[src/rtl/riscv_ctrl_pkg.sv]
// Shared types and encodings for the multi-cycle RISC-V control unit.
package riscv_ctrl_pkg;

    // Controller sequencing states
    typedef enum logic [2:0] {
        StIdle,
        StFetch,
        StDecode,
        StExec,
        StMem,
        StWb
    } state_e;

    // Decoded instruction class; ClsIllegal covers every unsupported encoding
    typedef enum logic [2:0] {
        ClsIllegal,
        ClsAddi,
        ClsLw,
        ClsSw,
        ClsBne
    } instr_cls_e;

    localparam logic [6:0] OPC_OP_IMM = 7'b0010011;
    localparam logic [6:0] OPC_LOAD   = 7'b0000011;
    localparam logic [6:0] OPC_STORE  = 7'b0100011;
    localparam logic [6:0] OPC_BRANCH = 7'b1100011;

    localparam logic [2:0] F3_ADDI = 3'b000;
    localparam logic [2:0] F3_LW   = 3'b010;
    localparam logic [2:0] F3_SW   = 3'b010;
    localparam logic [2:0] F3_BNE  = 3'b001;

    localparam logic ALU_ADD = 1'b0;
    localparam logic ALU_SUB = 1'b1;

    // Classify an instruction word by opcode and funct3
    function automatic instr_cls_e decode_class(input logic [31:0] ir);
        instr_cls_e cls;
        cls = ClsIllegal;
        unique case (ir[6:0])
            OPC_OP_IMM: if (ir[14:12] == F3_ADDI) cls = ClsAddi;
            OPC_LOAD:   if (ir[14:12] == F3_LW)   cls = ClsLw;
            OPC_STORE:  if (ir[14:12] == F3_SW)   cls = ClsSw;
            OPC_BRANCH: if (ir[14:12] == F3_BNE)  cls = ClsBne;
            default:    cls = ClsIllegal;
        endcase
        return cls;
    endfunction

endpackage

[src/rtl/imm_gen.sv]
// Immediate generator: sign-extends the I/S/B-format immediate of the latched instruction.
module imm_gen
    import riscv_ctrl_pkg::*;
#(
    parameter int unsigned Data_Width = 32
) (
    input  logic [31:0]           ir,
    output logic [Data_Width-1:0] imm
);

    // Select the immediate layout from the opcode; I-format is the fallback
    always_comb begin
        imm = '0;
        unique case (ir[6:0])
            OPC_STORE:  imm = {{(Data_Width-12){ir[31]}}, ir[31:25], ir[11:7]};
            OPC_BRANCH: imm = {{(Data_Width-13){ir[31]}}, ir[31], ir[7], ir[30:25],
                               ir[11:8], 1'b0};
            default:    imm = {{(Data_Width-12){ir[31]}}, ir[31:20]};
        endcase
    end

endmodule

[src/rtl/multicycle_ctrl.sv]
// Multi-cycle control unit: fetch handshake, decode, and datapath sequencing for
// addi/lw/sw/bne. Owns the PC, retired-instruction counter and sticky illegal flag.
module multicycle_ctrl
    import riscv_ctrl_pkg::*;
#(
    parameter int unsigned Data_Width            = 32,
    parameter int unsigned Address_Width_RegFile = 5
) (
    input  logic                             clk,
    input  logic                             rst_n,
    input  logic                             instr_valid,
    input  logic [31:0]                      instr,
    output logic                             instr_ready,
    input  logic                             eq,
    output logic [Data_Width-1:0]            pc,
    output logic [Address_Width_RegFile-1:0] rs1,
    output logic [Address_Width_RegFile-1:0] rs2,
    output logic [Address_Width_RegFile-1:0] rd,
    output logic [Data_Width-1:0]            ImmOp,
    output logic                             regFileWen,
    output logic                             ALUSrc,
    output logic                             ALU_ctrl,
    output logic                             MemWrite,
    output logic                             ResultSrc,
    output logic                             retire,
    output logic [Data_Width-1:0]            retired_count,
    output logic                             illegal
);

    state_e                state_q, state_d;
    logic [31:0]           ir_q;
    logic [Data_Width-1:0] pc_q;
    logic [Data_Width-1:0] count_q;
    logic                  illegal_q;
    instr_cls_e            cls;
    logic                  take_branch;
    logic                  set_illegal;

    assign cls = decode_class(ir_q);

    imm_gen #(
        .Data_Width(Data_Width)
    ) u_imm_gen (
        .ir  (ir_q),
        .imm (ImmOp)
    );

    // Register fields come straight from IR, so they hold until the next handshake
    assign rs1 = Address_Width_RegFile'(ir_q[19:15]);
    assign rs2 = Address_Width_RegFile'(ir_q[24:20]);
    assign rd  = Address_Width_RegFile'(ir_q[11:7]);

    // Static datapath controls decoded from the latched instruction
    always_comb begin
        ALUSrc    = (cls == ClsAddi) || (cls == ClsLw) || (cls == ClsSw);
        ALU_ctrl  = (cls == ClsBne) ? ALU_SUB : ALU_ADD;
        ResultSrc = (cls == ClsLw);
    end

    // Next-state and per-state strobes
    always_comb begin
        state_d     = state_q;
        instr_ready = 1'b0;
        regFileWen  = 1'b0;
        MemWrite    = 1'b0;
        retire      = 1'b0;
        take_branch = 1'b0;
        set_illegal = 1'b0;
        unique case (state_q)
            StIdle: state_d = StFetch;
            StFetch: begin
                instr_ready = 1'b1;
                if (instr_valid) state_d = StDecode;
            end
            StDecode: state_d = StExec;
            StExec: begin
                case (cls)
                    ClsAddi:       state_d = StWb;
                    ClsLw, ClsSw:  state_d = StMem;
                    ClsBne: begin
                        retire      = 1'b1;
                        take_branch = !eq;
                        state_d     = StFetch;
                    end
                    default: begin
                        retire      = 1'b1;
                        set_illegal = 1'b1;
                        state_d     = StFetch;
                    end
                endcase
            end
            StMem: begin
                if (cls == ClsSw) begin
                    MemWrite = 1'b1;
                    retire   = 1'b1;
                    state_d  = StFetch;
                end else begin
                    state_d = StWb;
                end
            end
            StWb: begin
                regFileWen = 1'b1;
                retire     = 1'b1;
                state_d    = StFetch;
            end
            default: state_d = StIdle;
        endcase
    end

    // State register
    always_ff @(posedge clk or negedge rst_n) begin
        if (!rst_n) state_q <= StIdle;
        else        state_q <= state_d;
    end

    // Instruction register, loaded only on the fetch handshake
    always_ff @(posedge clk or negedge rst_n) begin
        if (!rst_n)                           ir_q <= '0;
        else if (instr_ready && instr_valid) ir_q <= instr;
    end

    // PC, retire counter and sticky illegal flag update on the retiring cycle
    always_ff @(posedge clk or negedge rst_n) begin
        if (!rst_n) begin
            pc_q      <= '0;
            count_q   <= '0;
            illegal_q <= 1'b0;
        end else begin
            if (retire) begin
                pc_q    <= take_branch ? pc_q + ImmOp : pc_q + Data_Width'(4);
                count_q <= count_q + Data_Width'(1);
            end
            if (set_illegal) illegal_q <= 1'b1;
        end
    end

    assign pc            = pc_q;
    assign retired_count = count_q;
    assign illegal       = illegal_q;

endmodule

[config.mk]
export PLATFORM = sky130hd
export DESIGN_NAME = multicycle_ctrl
export DESIGN_NICKNAME = d
export VERILOG_FILES = /design/src/rtl/riscv_ctrl_pkg.sv /design/src/rtl/imm_gen.sv /design/src/rtl/multicycle_ctrl.sv
export SDC_FILE = /design/constraint.sdc
export NUM_CORES = 1
export LEC_CHECK = 0
export ABC_AREA = 0
export CAP_MARGIN = 10
export CORE_ASPECT_RATIO = 0.8
export CORE_MARGIN = 2
export CORE_UTILIZATION = 35
export DETAILED_ROUTE_END_ITERATION = 6
export GPL_TIMING_DRIVEN = 1
export MAX_ROUTING_LAYER = met4
export PLACE_DENSITY = 0.55
export SYNTH_ARGS = -nofsm -noshare
export SYNTH_HDL_FRONTEND = slang
export SYNTH_HIERARCHICAL = 1
export SYNTH_SLANG_ARGS = --single-unit
[constraint.sdc]
create_clock -name clk -period 7.8 [get_ports clk]
set_input_delay 1.56 -clock clk [delete_from_list [all_inputs] [get_ports clk]]
set_output_delay 1.56 -clock clk [all_outputs]
set_load 0.05 [all_outputs]
After elaboration in Yosys (flattened, before gate mapping)
Cells that the tools add are included.
{"block": "word_totals", "out_inout_bits": 119, "register_bits": 100, "inputBits": 36, "wordCells": 56}
{"block": "op_classes", "n_addsub": 3, "eq_ne": 16, "reduce_logical": 10, "mux": 22}
{"operator": "$add A32 B1 Y32 const B", "n": 1}
{"operator": "$add A32 B3 Y32 const B", "n": 1}
{"operator": "$add A32 B32 Y32", "n": 1}
{"operator": "$mux W32", "n": 1}
{"operator": "$pmux W12 S2", "n": 1}
{"operator": "$eq A3 B2 Y1 const B", "n": 5}
{"operator": "$pmux W3 S5", "n": 1}
{"operator": "$pmux W3 S4", "n": 1}
{"operator": "$mux W1", "n": 11}
{"operator": "$eq A3 B1 Y1 const B", "n": 3}
{"operator": "$eq A3 B3 Y1 const B", "n": 3}
{"operator": "$mux W3", "n": 3}
{"operator": "$eq A7 B2 Y1 const B", "n": 1}
{"operator": "$eq A7 B5 Y1 const B", "n": 1}
{"operator": "$eq A7 B6 Y1 const B", "n": 1}
{"operator": "$eq A7 B7 Y1 const B", "n": 1}
{"operator": "$logic_not A3 Y1", "n": 2}
{"operator": "$pmux W3 S2", "n": 1}
{"operator": "$mux W2", "n": 2}
{"operator": "$reduce_or A2 Y1", "n": 2}
{"operator": "$reduce_or A4 Y1", "n": 1}
{"operator": "$pmux W1 S3", "n": 1}
{"operator": "$reduce_or A3 Y1", "n": 1}
{"operator": "$logic_or A1 B1 Y1", "n": 2}
{"operator": "other kinds (3)", "n": 3}

Logic depth before layout (Yosys ltp)
Gate-level depths: netlist of the first run.
{"block": "depth", "word_depth": 7, "ltp_mapped": 13, "mapped_depth_nobuf": 13}

By module
The synthesis of the first run kept the hierarchy.
{"module": "multicycle_ctrl", "seq_area_each_um2": 2502.4, "area_each_um2": 6351.1, "n_inst": 1, "cells_per_inst": 676}
{"module": "imm_gen", "seq_area_each_um2": 0.0, "area_each_um2": 312.8, "n_inst": 1, "cells_per_inst": 37}

Worst setup path after synthesis of the first run
OpenSTA, ideal clock, no wires.
{"block": "synth_path", "path_kind": "register -> output", "start": "register ir_q[2]", "end": "output ALU_ctrl", "stages_incl_launch_ff": 3, "arrival_ps": 2351, "path_buffers": 0, "t_required_ps": 6240, "setup_slack_ps": 3889, "cell_sequence": "dfrtp_1 > nand4bb_1 > nor4_1"}
{"block": "synth_between", "elab_chain_len": 4, "elab_cells_between_ends": 7, "cone_classes": "eq/ne: 5; mux: 2"}
{"item": "start, declared", "line_no": "multicycle_ctrl.sv:31", "rtl": "logic [31:0] ir_q;"}
{"item": "start signal, assigned", "line_no": "multicycle_ctrl.sv:119", "rtl": "else if (instr_ready && instr_valid) ir_q <= instr;"}
{"item": "$eq A7 B7 Y1 (tied with other cells)", "line_no": "riscv_ctrl_pkg.sv:40", "rtl": "unique case (ir[6:0])"}
{"item": "$pmux W3 S4 (*)", "line_no": "riscv_ctrl_pkg.sv:40"}
{"item": "$eq A3 B3 Y1 (*)", "line_no": "multicycle_ctrl.sv:56", "rtl": "ALU_ctrl = (cls == ClsBne) ? ALU_SUB : ALU_ADD;"}
{"item": "$mux W1 (*)", "line_no": "multicycle_ctrl.sv:56"}
{"item": "end, declared", "line_no": "multicycle_ctrl.sv:22", "rtl": "output logic ALU_ctrl,"}
Every way passes the cells marked *; elsewhere a longest branch is shown, timed or not.

Final worst setup path of the first run
{"block": "layout_path", "start": "register ir_q[6]", "end": "output retire"}
{"block": "layout_between", "elab_chain_len": 6, "elab_cells_between_ends": 12, "cone_classes": "eq/ne: 7; mux: 4; reduce/logical: 1"}
{"item": "$eq A7 B7 Y1 (tied with other cells)", "line_no": "riscv_ctrl_pkg.sv:40"}
{"item": "$pmux W3 S4 (*)", "line_no": "riscv_ctrl_pkg.sv:40"}
{"item": "$eq A3 B2 Y1 (tied with other cells)", "line_no": "multicycle_ctrl.sv:77", "rtl": "case (cls)"}
{"item": "$reduce_or A3 Y1 (no line)"}
{"item": "$mux W1", "line_no": "multicycle_ctrl.sv:77"}
{"item": "$pmux W1 S3 (*)", "line_no": "multicycle_ctrl.sv:69", "rtl": "unique case (state_q)"}
{"item": "end, declared", "line_no": "multicycle_ctrl.sv:25", "rtl": "output logic retire,"}
Marked as above.

==> parameters.txt, run 1 <==
Parameter                              Value

Status
  Outcome ... complete, no violations

Detailed routing
  DRC violation count after routing ... 0
  Detailed-route wire length per cell ... between 15 and 20 µm
  Detailed-router iteration count before antenna repair ... 5
  Via count ... roughly 5.6k
  Via density per instance ... around 5.2
  Drt initial violations ... 299
  Antenna viol nets, final ... 0
  Total Routed Length ... roughly 18,000 µm

STA
  RSZ-0062 raised after global routing ... false
  Setup-violating endpoint count in the final report ... 0
  Ratio of final minimum period to clock period ... 0.624
  Hold Worst Slack ... 0.482 ns
  Tightest slew margin relative to the limit ... 0.373
  Pin slew with the least headroom to its limit ... 0.938 ns
  Final hold vios ... 0
  Pins Over Slew Limit ... 0
  Post-Route Skew ... 0.00759 ns
  Final TNS setup ... 0 ns
  Period minus WS final ... 4.87 ns
  F_max ... 0.205 GHz

Global routing
  Wire length of the first global-routing pass ... 28,300 µm
  Global route total overflow ... 0
  Global Route Usage Sum ... 0.182
  Pin count of the biggest net entering global routing ... 72
  Number of antenna violations at the first check in global routing ... 0
  Number of global-route vias before repair ... 5,429

Place
  Detailed placement HPWL ... around 13,000 µm
  Global placement routability congestion ... 0.849
  Dpl cell area ... 8150 µm²
  Total instance count after detailed placement ... 1,064
  IO buf count ... 154

Pwr
  Pwr/cell area ... 349 nW/µm²
  Standby leakage power ... between 0.003 and 0.004 µW
  Max rail drop VDD ... 148 µV

Yosys
  Top cell type by total area after synthesis ... dfrtp_1
  Mean instance size in the synthesized netlist ... 9.35 µm²
  Fraction of synthesized cell area taken by the top area cell type ... 0.376
  Most instantiated flip-flop cell in the synthesis netlist ... dfrtp_1
  Number of cells produced by synthesis ... 713
  Synth cell types ... 68
  Most numerous cell types in the synthesized netlist ... dfrtp_1 (100), a21oi_1 (65), nand2_1 (59)
  Synth Area in Compound Gates ... 0.159
  Simple logic cell fraction of the synthesized area ... 0.173
  Flop and latch count out of synthesis ... 100
  Combinational family with the most area after synthesis ... simple AND/OR/NAND/NOR gates
  Post-synthesis mux area share ... 0.0702
  Synthesized net count ... 783
  Netlist Area Pre-Place ... 6660 µm²
  Sequential-to-total area share from yosys stat ... 0.376
  Xor and xnor fraction of the mapped netlist area ... 0.0854
  Dominant cells by area after synthesis ... dfrtp_1 (38%), ha_1 (6.2%), mux2_2 (5.6%)
  Synth async-reset ratio ... 1.00
  Number of enable-type register cells in the synthesized netlist ... 0
  Adder-cell share of the synthesized area ... 0.0650
  Most frequently used cell type in the post-synthesis netlist ... dfrtp_1
  Yosys synthesis warning count ... 6

Critical path
  Max stage delay cell, worst path ... clkdlybuf4s50_1
  Setup crit end kind ... output pin
  Type of the setup path with the least slack ... reg2out
  Crit Path Max Fanout ... 33
  Critical Path Max Stage Delay ... 0.93 ns
  Family with the most delay on the worst path ... buffers and inverters
  Crit path launch type ... register
  Arr. time, crit path ... 3.31 ns
  Critical path cell sequence ... or3b_1 -> nor4_4 -> a21oi_1 -> o21a_4 -> inv_2 -> clkdlybuf4s50_1
  Data required time of the critical path ... 6.24 ns
  Number of buffers and inverters on the critical path ... 2

Clock tree
  Clock latency at the later pin of the worst-skew pair ... 0.36 ns
  Post-cts resize count ... 0
  Clock H-tree levels ... 3
  Clk slew on worst S/H paths ... 0.07 ns
  CTS tree ... built
  TritonCTS buffer count ... 9
  Total number of clock tree sinks ... 100
  Deepest clock path buffer count ... 2
  Total setup buffers inserted after CTS ... 0
  CTS Root Cell ... clkbuf_16
  Number of hold-repair buffers added at the cts stage ... 0

Layout
  # nets final ... between 800 and 900
  Final instance area ... 8440 µm²
  Core Util, Final ... 0.449
  Share of post-route cells with drive strength above 1 ... 0.0973
  Final standard cell count with taps included and fillers excluded ... ~1.1k
  Layout fillers ... between 1.5k and 2k
  Layout Area Growth over Synthesis ... 26.7%
  Area taken by multi-input logic gates ... about 3700 µm²
  Ant. Diodes ... 0
  Sequential cell area in the final layout ... 2500 µm²

Die
  Height of the chip ... 127 µm
  Boundary Pins ... around 160
  Die Width ... 158 µm
  Num rows ... between 40 and 50
  Core box area ... 18,800 µm²
  Effective utilization at floorplan ... 0.354
  Area of the die ... 20,200 µm²

Run
  Reported max-cap violation count ... 0

Hold path
  Kind of path behind the tightest hold check ... reg2reg
[cell type report]
type,instances,share of cell area
inverters,15,0.00667
well taps,258,0.0382
flip-flops and latches,100,0.296
repair buffers,159,0.187
multi-input cells,532,0.437
clock inverters,7,0.00800
clock buffers,9,0.0267
[path summary, 6_finish.rpt]
check                                 to  cells past startpoint     from  slack, ns
worst max-delay path              retire                      6  ir_q[6]       2.93
min in group asynchronous       ir_q[18]                      1    rst_n       1.11
worst max register to register    pc[16]                     13  ir_q[4]       3.75
worst min register to register   illegal                      1  illegal       0.48
max in group asynchronous         pc[19]                      2    rst_n       5.41
worst min-delay path             illegal                      1  illegal       0.48
[layout by cell type, fill, tap and decap left out, types with 5 or more instances in the layout]
master	instances
clkdlybuf4s50_1	153
dfrtp_1	100
a21oi_1	65
nand2_1	59
nor2_1	46
o21ai_0	42
xnor2_1	40
mux2_2	33
ha_1	33
nand3_1	30
xor2_1	25
nand4_1	18
inv_1	14
nor3_1	12
a21o_1	12
and4_1	9
clkbuf_16	9
a211oi_1	8
a31oi_1	8
nand2b_1	7
o211ai_1	6
buf_4	6
and3_1	5
mux2_4	5
[metrics by stage]
| stage | setup WS [ns] | total power, µW |
|---|---|---|
| after floorplan | 3.89 | 2130 |
| after global placement | 3.36 | 2490 |
| after detailed placement | 3.31 | 2510 |
| after CTS | 2.90 | 2980 |
| after global routing | 2.75 | 3140 |
| final | 2.93 | 2950 |
[worst reg2reg max path, delay by kind of cell, from the launching register on]
| family | cells | cell delay, ns |
|---|---|---|
| mux | 1 | 0.35 |
| compound gates | 6 | 1.42 |
| flops | 1 | 0.44 |
| simple gates | 3 | 0.88 |
| fa+ha+maj | 2 | 0.66 |
| xor+xnor | 1 | 0.17 |
[kinds of logic (layout without fill, tap and decap cells)]
logic type	count (synthesis)	count (layout)
buffers and inverters	81	190
muxes	40	40
and+or+nand+nor	220	220
AOI/OAI and AO/OA	173	173
adders and majority gates	34	34
xor gates and xnor gates	65	65
DFF	100	100
[sequential cells by signal, summed over array words and instances (netlist names)]
signal         cells
retired_count     32
pc                32
ir_q              32
state_q            3
illegal            1
[power by group]
part,internal [µW],total [µW],leakage (µW),switching (µW)
Combinational,644,1750,0.00212,1110
Clock,225,455,0.000145,230
Sequential,627,742,0.00126,115
[layer usage]
layer	part of all wire	wire length [µm]	GRT usage	vias to the layer above
met4	0.0080	141	0.0355	0
met2	0.44	7670	0.270	153
met1	0.50	8760	0.257	2690
met5	0	0	-	-
li1	-	-	-	2753
met3	0.056	975	0.0400	13
(Power assumes the default switching activity.)
==> run 2, diff against run 1 <==
==> constraint.sdc (replaced) <==
create_clock -name clk -period 4.5 [get_ports clk]
set_input_delay 0.9 -clock clk [delete_from_list [all_inputs] [get_ports clk]]
set_output_delay 0.9 -clock clk [all_outputs]
set_load 0.05 [all_outputs]
==> parameters.txt, run 2 (synthesis gave the netlist of run 1 again) <==
Parameter                              Value

STA
  Final hold vios ... 0
  Final TNS setup ... 0 ns
  Post-Route Skew ... between 0.008 and 0.009 ns
  Pin slew with the least headroom to its limit ... 1.03 ns
  Ratio of final minimum period to clock period ... 0.869
  Tightest slew margin relative to the limit ... 0.313
  Period minus WS final ... around 3.9 ns
  RSZ-0062 raised after global routing ... false
  Smallest setup slack after layout ... 0.591 ns
  F_max ... between 0.2 and 0.3 GHz
  Setup-violating endpoint count in the final report ... 0
  Pins Over Slew Limit ... 0

Clock tree
  TritonCTS buffer count ... 9
  CTS tree ... built
  CTS Root Cell ... clkbuf_16
  Number of hold-repair buffers added at the cts stage ... 0
  Total setup buffers inserted after CTS ... 0
  Post-cts resize count ... 0
  Clk slew on worst S/H paths ... 0.08 ns
  Deepest clock path buffer count ... 2
  Total number of clock tree sinks ... 100
  Clock latency at the later pin of the worst-skew pair ... 0.36 ns
  Clock H-tree levels ... 3

Global routing
  Number of antenna violations at the first check in global routing ... 0
  Wire length of the first global-routing pass ... 28,400 µm
  Pin count of the biggest net entering global routing ... between 80 and 90
  Global Route Usage Sum ... 0.182
  Number of global-route vias before repair ... 5,464
  Global route total overflow ... 0

Critical path
  Most used cell along the critical path ... a21oi_1
  Critical Path Max Stage Delay ... 0.45 ns
  Setup crit end kind ... register
  Family with the most delay on the worst path ... compound AO/OA/AOI/OAI gates
  Crit path launch type ... register
  Number of buffers and inverters on the critical path ... 1
  Type of the setup path with the least slack ... reg2reg
  Crit Path Max Fanout ... 6
  Critical path cell sequence ... and4b_1 -> nand2_2 -> mux2_4 -> ha_1 -> fa_1 -> a211oi_1 -> o21bai_1 -> a21oi_1 -> buf_4 -> o21ai_0 -> or3_1 -> a31oi_1 -> xor2_1 -> a21oi_1
  Data required time of the critical path ... 4.72 ns
  Arr. time, crit path ... 4.13 ns
  Max stage delay cell, worst path ... dfrtp_1

Detailed routing
  Via density per instance ... 5.22
  DRC violation count after routing ... 0
  Via count ... 5,651
  Detailed-router iteration count before antenna repair ... 5
  Detailed-route wire length per cell ... 16.4 µm
  Antenna viol nets, final ... 0
  Drt initial violations ... 284
  Total Routed Length ... 17,700 µm

Die
  Die Width ... 158 µm
  Num rows ... 45
  Boundary Pins ... 155
  Area of the die ... 20,200 µm²
  Effective utilization at floorplan ... 0.354
  Height of the chip ... 127 µm
  Core box area ... 18,800 µm²

Run
  Reported max-cap violation count ... 0

Place
  Global placement routability congestion ... approximately 0.87
  Detailed placement HPWL ... 13,000 µm
  IO buf count ... 154
  Worst setup timing slack at the placement stage ... 0.719 ns

Layout
  Share of post-route cells with drive strength above 1 ... 0.0995
  # nets final ... 889
  Highest-count cells in the layout ignoring fill and taps ... clkdlybuf4s50_1 (153), dfrtp_1 (100), a21oi_1 (65)
  Ant. Diodes ... 0
  Most frequent standard cell in the layout excluding fill and tap cells ... clkdlybuf4s50_1
  Layout Area Growth over Synthesis ... 27.3%
  Layout fillers ... 1,842

Pwr
  Max rail drop VDD ... between 300 and 400 µV
  Standby leakage power ... between 0.003 and 0.004 µW
  Pwr/cell area ... 610 nW/µm²

Status
  Outcome ... complete, no violations

Hold path
  Kind of path behind the tightest hold check ... reg2reg
==> run 2: cell count changes in the layout (fill, tap and decap cells not counted) <==
cell	change
buf_4	+2
inv_6	-2
clkinv_2	-1
clkinv_8	+3
==> run 2: worst paths after layout <==
kind                       depth (start not counted)  slack, ns    start  endpoint
setup / recovery                                  14       0.59  ir_q[4]    pc[16]
hold / removal                                     1       0.49  illegal   illegal
setup reg to reg                                  14       0.59  ir_q[4]    pc[16]
hold reg to reg                                    1       0.49  illegal   illegal
max in group asynchronous                          2       2.87    rst_n  ir_q[29]
min in group asynchronous                          1       0.72    rst_n  ir_q[16]
==> run 2: final cells by class <==
type | count | area (µm²) | area share
Clock buffer | 9 | 225 | 0.0265
Clock inverter | 7 | 93.8 | 0.0111
Inverter | 15 | 56.3 | 0.00664
Multi-Input combinational cell | 532 | 3690 | 0.435
Sequential cell | 100 | 2500 | 0.295
Tap cell | 258 | 323 | 0.0381
Timing Repair Buffer | 161 | 1590 | 0.188
==> run 2: metal layers <==
layer  up-vias  global-route usage  part of all wire
li1       2747                   -                 -
met1      2729               0.254              0.51
met2       161               0.280              0.44
met3        14              0.0312             0.044
met4         0              0.0371             0.010
met5         -                   -                 0
==> run 2: power breakdown <==
part / internal [µW] / leakage (µW) / total [µW] / switching, µW
sequential: 1090 / 0.00126 / 1310 / 222
combinational: 1130 / 0.00213 / 3060 / 1920
clock: 402 / 0.000153 / 814 / 412
==> run 2: stage by stage <==
stage          total power, µW  hold WS [ns]  cells   util  instance area, µm²
2_1_floorplan             3700         0.460    713      -                6660
3_3_place_gp              4360         0.465   1066  0.434                8160
3_5_place_dp              4370         0.475   1066  0.434                8160
4_1_cts                   5220         0.491   1082  0.451                8480
5_1_grt                   5500         0.499   1082  0.451                8480
6_report                  5180         0.492   1082  0.451                8480
==> run 3, diff against run 2 <==
--- a/config.mk
+++ b/config.mk
@@ -12,8 +12,8 @@
 export CORE_UTILIZATION = 35
 export DETAILED_ROUTE_END_ITERATION = 6
 export GPL_TIMING_DRIVEN = 1
-export MAX_ROUTING_LAYER = met4
 export PLACE_DENSITY = 0.55
+export SETUP_SLACK_MARGIN = 0.1
 export SYNTH_ARGS = -nofsm -noshare
 export SYNTH_HDL_FRONTEND = slang
 export SYNTH_HIERARCHICAL = 1
==> constraint.sdc (replaced) <==
create_clock -name clk -period 4.5 [get_ports clk]
set_input_delay 0.9 -clock clk [delete_from_list [all_inputs] [get_ports clk]]
set_output_delay 0.9 -clock clk [all_outputs]
set_load 0.02 [all_outputs]
==> parameters.txt, run 3 (synthesis gave the netlist of run 1 again) <==
Parameter                              Value

Global routing
  Global Route Usage Sum ... 0.181
  Global-route track usage on met2 ... 0.285
  Pin count of the biggest net entering global routing ... 80
  Met3 capacity usage during global routing ... 0.0383
  Busiest layer in global routing ... met2
  Number of global-route vias before repair ... 5,559
  Met1 layer usage reported by global route ... 0.254
  Global route total overflow ... 0
  Wire length of the first global-routing pass ... slightly below 30,000 µm
  Number of antenna violations at the first check in global routing ... 0

Clock tree
  TritonCTS buffer count ... 9
  CTS tree ... built
  Deepest clock path buffer count ... 2
  Total setup buffers inserted after CTS ... 0
  Clk slew on worst S/H paths ... about 0.070 ns
  Clock latency at the later pin of the worst-skew pair ... 0.36 ns
  CTS Root Cell ... clkbuf_16
  Number of hold-repair buffers added at the cts stage ... 0
  Post-cts resize count ... 0
  Clock H-tree levels ... 3
  Total number of clock tree sinks ... 100

Place
  Worst setup timing slack at the placement stage ... ~0.73 ns
  IO buf count ... 154
  Detailed placement HPWL ... approximately 13,000 µm
  Global placement routability congestion ... 0.853

Die
  Effective utilization at floorplan ... 0.354
  Boundary Pins ... approximately 160
  Die Width ... 158 µm
  Core box area ... 18,800 µm²
  Num rows ... 45
  Height of the chip ... 127 µm
  Area of the die ... 20,200 µm²

STA
  Post-Route Skew ... approximately 0.0085 ns
  Final hold vios ... 0
  Setup-violating endpoint count in the final report ... 0
  Final TNS setup ... 0 ns
  Ratio of final minimum period to clock period ... 0.867
  RSZ-0062 raised after global routing ... false
  Pins Over Slew Limit ... 0
  Smallest setup slack after layout ... ~0.6 ns
  Period minus WS final ... 3.90 ns
  Hold Worst Slack ... 0.480 ns
  Pin slew with the least headroom to its limit ... 1.03 ns
  Tightest slew margin relative to the limit ... 0.316
  F_max ... 0.256 GHz

Critical path
  Type of the setup path with the least slack ... reg2reg
  Number of cells on the worst reg-to-reg path ... 14
  Arr. time, crit path ... approximately 4.1 ns
  Critical Path Max Stage Delay ... 0.45 ns
  Max stage delay cell, worst path ... dfrtp_1
  Setup crit end kind ... register
  Data required time of the critical path ... 4.72 ns
  Crit Path Max Fanout ... 6
  Critical path cell sequence ... and4b_1 -> nand2_2 -> mux2_4 -> ha_1 -> fa_1 -> a211oi_1 -> o21bai_1 -> a21oi_1 -> buf_4 -> o21ai_0 -> or3_1 -> a31oi_1 -> xor2_1 -> a21oi_1
  Crit path launch type ... register
  Most used cell along the critical path ... a21oi_1

Detailed routing
  Total Routed Length ... 18,000 µm
  Detailed-route wire length per cell ... 16.7 µm
  Antenna viol nets, final ... 0
  DRC violation count after routing ... 0
  Via count ... 5,699
  Detailed-router iteration count before antenna repair ... 5
  Drt initial violations ... 327
  Via density per instance ... 5.27

Layout
  Highest-count cells in the layout ignoring fill and taps ... clkdlybuf4s50_1 (153), dfrtp_1 (100), a21oi_1 (65)
  Sequential cell area in the final layout ... ~2500 µm²
  Ant. Diodes ... 0
  Most frequent standard cell in the layout excluding fill and tap cells ... clkdlybuf4s50_1
  Core Util, Final ... 0.449
  # nets final ... 889
  Layout fillers ... 1,839
  Area taken by multi-input logic gates ... 3690 µm²
  Share of post-route cells with drive strength above 1 ... 0.0984
  Layout Area Growth over Synthesis ... 26.8%

Hold path
  Number of instances on the worst hold path ... 1
  Kind of path behind the tightest hold check ... reg2reg

Pwr
  Pwr/cell area ... 538 nW/µm²
  Max rail drop VDD ... 353 µV
  Standby leakage power ... 0.00352 µW
  Overall power consumption ... 4550 µW

Status
  Outcome ... complete, no violations

Run
  Reported max-cap violation count ... 0
run 3: cell types whose count changed in the layout (fill, tap and decap cells not counted), sizes merged:
cell,previous run,this run
clkinvlp,0,1
clkinv,5,3
run 3: where the power goes:
| part | switching, µW | internal, µW |
|---|---|---|
| Clock | 383 | 385 |
| Combinational | 1340 | 1140 |
| Sequential | 222 | 1090 |
| Total | 1940 | 2610 |
run 3: final cells by class:
type	count	area share
multi-input cells	532	0.437
well taps	258	0.0382
repair buffers	161	0.188
clock inverters	6	0.00725
flip-flops and latches	100	0.296
clock buffers	9	0.0267
inverters	15	0.00666
run 3: metrics by stage:
step / cell area, µm² / cells
6_report: 8450 / 1081
5_1_grt: 8450 / 1081
4_1_cts: 8450 / 1081
3_5_place_dp: 8160 / 1066
3_3_place_gp: 8160 / 1066
2_1_floorplan: 6660 / 713
run 3: per-layer routing:
metal,wire [µm],part of all wire
met5,0,0
met4,236,0.013
met3,1000,0.055
met2,8040,0.45
met1,8770,0.49
run 3: worst max-delay path, delay by kind of cell, from the launching register on:
kind	cells	cell delay, ns
multiplexers	1	0.34
adder cells (fa/ha/maj)	2	0.67
buffers and inverters	1	0.15
AND/OR/NAND/NOR	3	0.89
XOR/XNOR	1	0.18
flip-flops	1	0.45
AO/OA/AOI/OAI	6	1.08
run 3: final timing paths:
path                                        start                 to  slack [ns]
max in group asynchronous                   rst_n           ir_q[25]        2.89
worst max-delay path                      ir_q[4]             pc[16]        0.60
min in group asynchronous                   rst_n           ir_q[17]        0.70
worst min register to register  retired_count[31]  retired_count[31]        0.48
worst min-delay path            retired_count[31]  retired_count[31]        0.48
worst max register to register            ir_q[4]             pc[16]        0.60
